File: src/rtl/int_ctrl.sv
// int_ctrl -- interrupt controller for the UR408 core.
//
// Four asynchronous interrupt pins are synchronised, latched (edge lines) or
// followed (level lines), masked, and prioritised (int0 highest). One request
// is presented to the core together with its 16-bit handler vector. A single,
// non-nested in-service level is tracked; ret closes it. New requests are held
// off while a bus transfer is outstanding.
//
// Ports:
//   clk         in   core clock, rising edge
//   rst         in   asynchronous, active-low reset
//   int0..int3  in   asynchronous interrupt pins, int0 highest priority
//   mem_read    in   bus read in progress
//   mem_write   in   bus write in progress
//   mem_ok      in   bus transfer completes this cycle
//   cfg_write   in   write cfg_wdata into {gie, mask[3:0]}
//   cfg_wdata   in   [4:0] {gie, mask[3:0]}, mask bit 1 = line enabled
//   cfg_data    out  [4:0] readback of {gie, mask[3:0]}
//   irq_req     out  request to core
//   irq_vector  out  [15:0] handler address, valid while irq_req=1
//   irq_ack     in   core has taken the vector (1-cycle pulse)
//   ret         in   return-from-interrupt executed (1-cycle pulse)
//   pending     out  [3:0] pending flags
//   in_service  out  a handler is active
//   isr_id      out  [1:0] id of the active or requested line
module int_ctrl #(
    parameter logic [15:0] VEC_BASE   = 16'h0004,
    parameter logic [15:0] VEC_STRIDE = 16'h0004,
    parameter logic [3:0]  EDGE_MASK  = 4'b1111
) (
    input  logic        clk,
    input  logic        rst,
    input  logic        int0,
    input  logic        int1,
    input  logic        int2,
    input  logic        int3,
    input  logic        mem_read,
    input  logic        mem_write,
    input  logic        mem_ok,
    input  logic        cfg_write,
    input  logic [4:0]  cfg_wdata,
    output logic [4:0]  cfg_data,
    output logic        irq_req,
    output logic [15:0] irq_vector,
    input  logic        irq_ack,
    input  logic        ret,
    output logic [3:0]  pending,
    output logic        in_service,
    output logic [1:0]  isr_id
);

    typedef enum logic [1:0] {IDLE, REQ, SERVICE} state_t;

    state_t      state, state_nxt;
    logic [3:0]  pins;
    logic [3:0]  sync1, sync2, sync3;
    logic [3:0]  edge_pend;
    logic [3:0]  pend_clr;
    logic [3:0]  mask, mask_nxt;
    logic [3:0]  elig;
    logic [1:0]  sel;
    logic        gie, gie_nxt;
    logic        gie_saved, gie_saved_nxt;
    logic        bus_busy;
    logic        req_nxt;
    logic        svc_nxt;
    logic [15:0] vec_nxt;
    logic [1:0]  id_nxt;

    // Lowest-index set bit wins.
    function automatic logic [1:0] prio_sel(input logic [3:0] v);
        if (v[0])      return 2'd0;
        else if (v[1]) return 2'd1;
        else if (v[2]) return 2'd2;
        else           return 2'd3;
    endfunction

    // Vector arithmetic wraps modulo 2^16.
    function automatic logic [15:0] vec_of(input logic [1:0] id);
        logic [15:0] v;
        v = VEC_BASE + VEC_STRIDE * {14'd0, id};
        return v;
    endfunction

    assign pins     = {int3, int2, int1, int0};
    // Edge lines report the latched flag; level lines follow the synchronised pin.
    assign pending  = (EDGE_MASK & edge_pend) | (~EDGE_MASK & sync2);
    assign elig     = pending & mask;
    assign sel      = prio_sel(elig);
    assign bus_busy = (mem_read | mem_write) & ~mem_ok;
    assign cfg_data = {gie, mask};

    always_ff @(posedge clk or negedge rst) begin
        if (!rst) begin
            sync1     <= '0;
            sync2     <= '0;
            sync3     <= '0;
            edge_pend <= '0;
        end else begin
            sync1     <= pins;
            sync2     <= sync1;
            sync3     <= sync2;
            // A fresh edge wins over a clear so a re-trigger on ack is not lost.
            edge_pend <= EDGE_MASK & ((sync2 & ~sync3) | (edge_pend & ~pend_clr));
        end
    end

    always_ff @(posedge clk or negedge rst) begin
        if (!rst) begin
            state      <= IDLE;
            irq_req    <= 1'b0;
            irq_vector <= VEC_BASE;
            isr_id     <= 2'd0;
            in_service <= 1'b0;
            gie        <= 1'b0;
            gie_saved  <= 1'b0;
            mask       <= 4'd0;
        end else begin
            state      <= state_nxt;
            irq_req    <= req_nxt;
            irq_vector <= vec_nxt;
            isr_id     <= id_nxt;
            in_service <= svc_nxt;
            gie        <= gie_nxt;
            gie_saved  <= gie_saved_nxt;
            mask       <= mask_nxt;
        end
    end

    always_comb begin
        state_nxt     = state;
        req_nxt       = irq_req;
        vec_nxt       = irq_vector;
        id_nxt        = isr_id;
        svc_nxt       = in_service;
        gie_nxt       = cfg_write ? cfg_wdata[4] : gie;
        gie_saved_nxt = gie_saved;
        mask_nxt      = cfg_write ? cfg_wdata[3:0] : mask;
        pend_clr      = '0;

        case (state)
            IDLE: begin
                if (gie && (|elig) && !bus_busy) begin
                    state_nxt = REQ;
                    req_nxt   = 1'b1;
                    id_nxt    = sel;
                    vec_nxt   = vec_of(sel);
                end
            end
            REQ: begin
                if (irq_ack) begin
                    state_nxt        = SERVICE;
                    req_nxt          = 1'b0;
                    svc_nxt          = 1'b1;
                    // A gie write landing with the ack is what the handler returns to.
                    gie_saved_nxt    = cfg_write ? cfg_wdata[4] : gie;
                    gie_nxt          = 1'b0;
                    pend_clr[isr_id] = 1'b1;
                end else if (!(pending[isr_id] && mask[isr_id])) begin
                    state_nxt = IDLE;
                    req_nxt   = 1'b0;
                end
            end
            SERVICE: begin
                // gie stays off during the handler; writes go to the saved copy.
                gie_nxt = gie;
                if (cfg_write) gie_saved_nxt = cfg_wdata[4];
                if (ret) begin
                    state_nxt = IDLE;
                    svc_nxt   = 1'b0;
                    gie_nxt   = cfg_write ? cfg_wdata[4] : gie_saved;
                end
            end
            default: state_nxt = IDLE;
        endcase
    end

endmodule

File: config.mk
export PLATFORM = sky130hd
export DESIGN_NAME = int_ctrl
export DESIGN_NICKNAME = d
export VERILOG_FILES = /design/src/rtl/int_ctrl.sv
export SDC_FILE = /design/constraint.sdc
export NUM_CORES = 1
export LEC_CHECK = 0
export BUFFER_PORTS_ARGS = -buffer_cell sky130_fd_sc_hd__buf_2
export CAP_MARGIN = 20
export CELL_PAD_IN_SITES_DETAIL_PLACEMENT = 1
export CELL_PAD_IN_SITES_GLOBAL_PLACEMENT = 1
export CORE_MARGIN = 2
export CORE_UTILIZATION = 35
export CTS_BUF_LIST = sky130_fd_sc_hd__clkbuf_2 sky130_fd_sc_hd__clkbuf_4 sky130_fd_sc_hd__clkbuf_8
export DETAILED_ROUTE_END_ITERATION = 7
export PLACE_DENSITY = 0.75
export SLEW_MARGIN = 20
export SYNTH_ARGS = -nofsm -noshare
export SYNTH_HDL_FRONTEND = slang
export SYNTH_SLANG_ARGS = --single-unit
File: constraint.sdc
create_clock -name clk -period 3.6 [get_ports clk]
set_input_delay 0.54 -clock clk [delete_from_list [all_inputs] [get_ports clk]]
set_output_delay 0.54 -clock clk [all_outputs]
set_load 0.005 [all_outputs]
==> metrics.md <==
| Metric | Value |
|---|---|
| Synth Cell Area | 1420 µm² |
| Drt drc | 0 |
| Pleak | 0.805 nW |
| Post-CTS Setup Inserts | 0 |
| Depth of the CTS H-tree | 2 |
| IO buf count | 32 |
| Worst EP required | ~3800 ps |
| Netlist cell types | 34 |
| Crit end category | flip-flop |
| Filler cell count | 469 |
| Clk pin slew, worst setup/hold paths | roughly 70 ps |
| MaxCap Viol Count | 0 |
| Hold_buf cts | 0 |
| Vias/cell | ~4.7 |
| Status | complete, no violations |
| CTS Buf Count | 5 |
| Crit Path Class | flip-flop to flip-flop |
| First-pass GRT wire length | 4930 µm |
| Synth Flop Type | dfrtp_1 |
| Diodes inserted | 0 |
| CORE AREA | about 4000 µm² |
| Reg-to-reg endpoint | state[1] |
| DP HPWL | 2260 µm |
| Post-route cell area | 1670 µm² |
| GRT Total Usage | 15.3% |
| CP arrival | roughly 1900 ps |
| Hold Violations, Final | 0 |
| Placed inst area | about 1600 µm² |
| CP max FO | 4 |
| Post-DRT Antenna Nets | 0 |
| Share of cells above drive strength 1 | ~32% |
| Crit start category | flip-flop |
| Top Metal Used | met4 |
| Worst hold margin | roughly 290 ps |
| Dpl ws | around 1900 ps |
| Antenna violations before repair | 0 |
| Slew Limit Fails | 0 |
| Slew @ Worst Pin | between 600 and 700 ps |
| Nets | between 150 and 200 |
| Setup Skew | roughly 5.3 ps |
| Sum Neg Setup Slack | 0 ps |
| Met3 WL post-DR | ~150 µm |
| RSZ-0062 raised after global routing | no |
| CTS Sinks | 31 |
| FF+latch count, synth | 31 |
| Setup WS post-layout | 1900 ps |
| Cell taking the most area after synthesis | dfrtp_1 |
| Post-layout util | a little over two fifths |
| Initial DRC Count | 34 |
| Clk_lat worst skew | roughly 290 ps |
| DR pass1 iterations | 4 |
| Stages on worst setup path | 4 |
| Kind of cell adding the most delay to the critical path | multiplexers |
| Synthesized area per cell | approximately 11 µm² |
| Worst R2R Path Depth | 4 |
| Final worst-path cycle share | 47.2% |
| Largest net degree at the start of global routing | 32 |
| Crit path buf inv count | 0 |
| Number of flops mapped to enable cells by yosys | 0 |
| Maximum vdd drop | about 0.00023 V |
| # setup viols final | 0 |
| Pwr dens | between 600 and 700 nW/µm² |
| Layout area overhead | 17.4% |
| Vias in the first global route | between 1000 and 1500 |
| Top post-synthesis cells by area | dfrtp_1 53%, buf_4 7.4%, mux2_2 5.5% |
| Worst r2r src | mask[2] |
| Overflow after GRT | 0 |
| CTS tree | built |
| Die Height | about 68 µm |
| Wire per inst | about 14 µm |
| Synth warn | 0 |
| Vias | 1001 |
| Post-CTS sizing | 0 |
| Max Fclk | approximately 600 MHz |
| Die ar. | ~4600 µm² |
| Initial Util | 36.1% |
| Placer Congestion | approximately 0.81 |
| Root buffer cell | clkbuf_8 |
| CP max stage cell | mux4_2 |
| Cell count after synthesis | ~120 |
| Worst rel slew slack | between 50% and 60% |
| Crit path largest cell delay | about 510 ps |
| # rows | 23 |
| Hold Path Class | primary input to async pin |
| Sequential-to-total area share from yosys stat | a little over half |
| Total routed wirelength | between 2000 and 3000 µm |
| Reg-to-reg setup timing slack | approximately 1900 ps |
| Area share of the largest cell type after synthesis | a little over half |
| Clock Path Buffers | 2 |
| Met1 wire length | between 1000 and 1500 µm |
| Fin crit period | 1700 ps |
| Ports | 46 |
| Die width | ~68 µm |
| Crit-path cells | and2_1 -> mux4_2 -> a221oi_2 -> mux2i_1 |
| DR WL met2 | 1610 µm |
| Post-synthesis async set-or-reset flop share | 100% |
-- cell usage in the layout (no fill, tap or decap), drive strengths merged --
master,instances
inv,10
a221oi,1
clkinvlp,1
nor2b,3
o21ai,11
a22oi,2
conb,13
mux2i,1
buf,32
o211ai,1
mux4,1
o22ai,1
mux2,7
a211oi,1
o31ai,1
nand3,2
o2111ai,1
and2,6
nand2b,2
o21a,1
dfstp,1
a22o,3
clkbuf,6
a211o,1
a21o,2
nand2,11
o21bai,1
o221ai,1
a21oi,1
ha,4
nor2,1
clkinv,1
dfrtp,30
-- synthesized netlist by cell type, drive strengths merged (2+ instances only) --
cell type,n
o21ai,11
a21o,2
inv,10
a22oi,2
mux2,7
nand2b,2
nand2,11
and2,6
a22o,3
nand3,2
buf,14
dfrtp,30
ha,4
nor2b,3
-- routing by layer --
metal	vias up	track usage, %
met4	0	7.65
met5	-	0
li1	469	-
met2	28	26.5
met3	6	5.50
met1	498	16.4
-- sequential cells by signal, indices dropped and copies added (netlist names) --
name,count
sync2,4
in_service,1
sync3,4
irq_req,1
state,2
gie,1
sync1,4
gie_saved,1
pending,4
irq_vector,3
mask,4
isr_id,2
-- power by group --
part	total [W]	leakage (nW)	switching [W]	internal (W)
registers	0.000494	0.356	0.0000684	0.000426
clock network	0.000273	0.0446	0.000131	0.000142
logic	0.000342	0.405	0.000172	0.000169
total	0.00111	0.805	0.000372	0.000737
-- logic make-up (layout without fill, tap and decap cells) --
| logic type | Yosys count | count (layout) | share of synthesized area [%] |
|---|---|---|---|
| and+or+nand+nor | 25 | 25 | 8.71 |
| other | 1 | 13 | 0.264 |
| DFF | 31 | 31 | 54.7 |
| buffers and inverters | 25 | 50 | 10.3 |
| AOI/OAI and AO/OA | 29 | 29 | 14.7 |
| muxes | 9 | 9 | 7.83 |
| adders and majority gates | 4 | 4 | 3.52 |
-- metrics by stage --
step / total power, W / instances
floorplan: 0.000727 / 136
global route: 0.00119 / 211
CTS: 0.00113 / 211
global placement: 0.000829 / 203
detailed placement: 0.000846 / 203
finish: 0.00111 / 211
-- worst max-delay path by stage --
stage               endpoint       from
global placement    state[1]  mem_write
finish              state[1]    mask[2]
floorplan           state[1]    mask[0]
CTS                 state[1]    mask[2]
global route        state[1]    mask[2]
detailed placement  state[1]  mem_write
-- final cells by class --
| class | count | area [µm²] | area share [%] |
|---|---|---|---|
| clock inverter | 2 | 12.5 | 0.750 |
| inverter | 10 | 37.5 | 2.25 |
| multi-input combinational | 80 | 543 | 32.5 |
| timing repair buffer | 32 | 160 | 9.60 |
| tap | 50 | 62.6 | 3.75 |
| sequential | 31 | 777 | 46.6 |
| clock buffer | 6 | 76.3 | 4.57 |
Power figures use the tool's default switching activity.
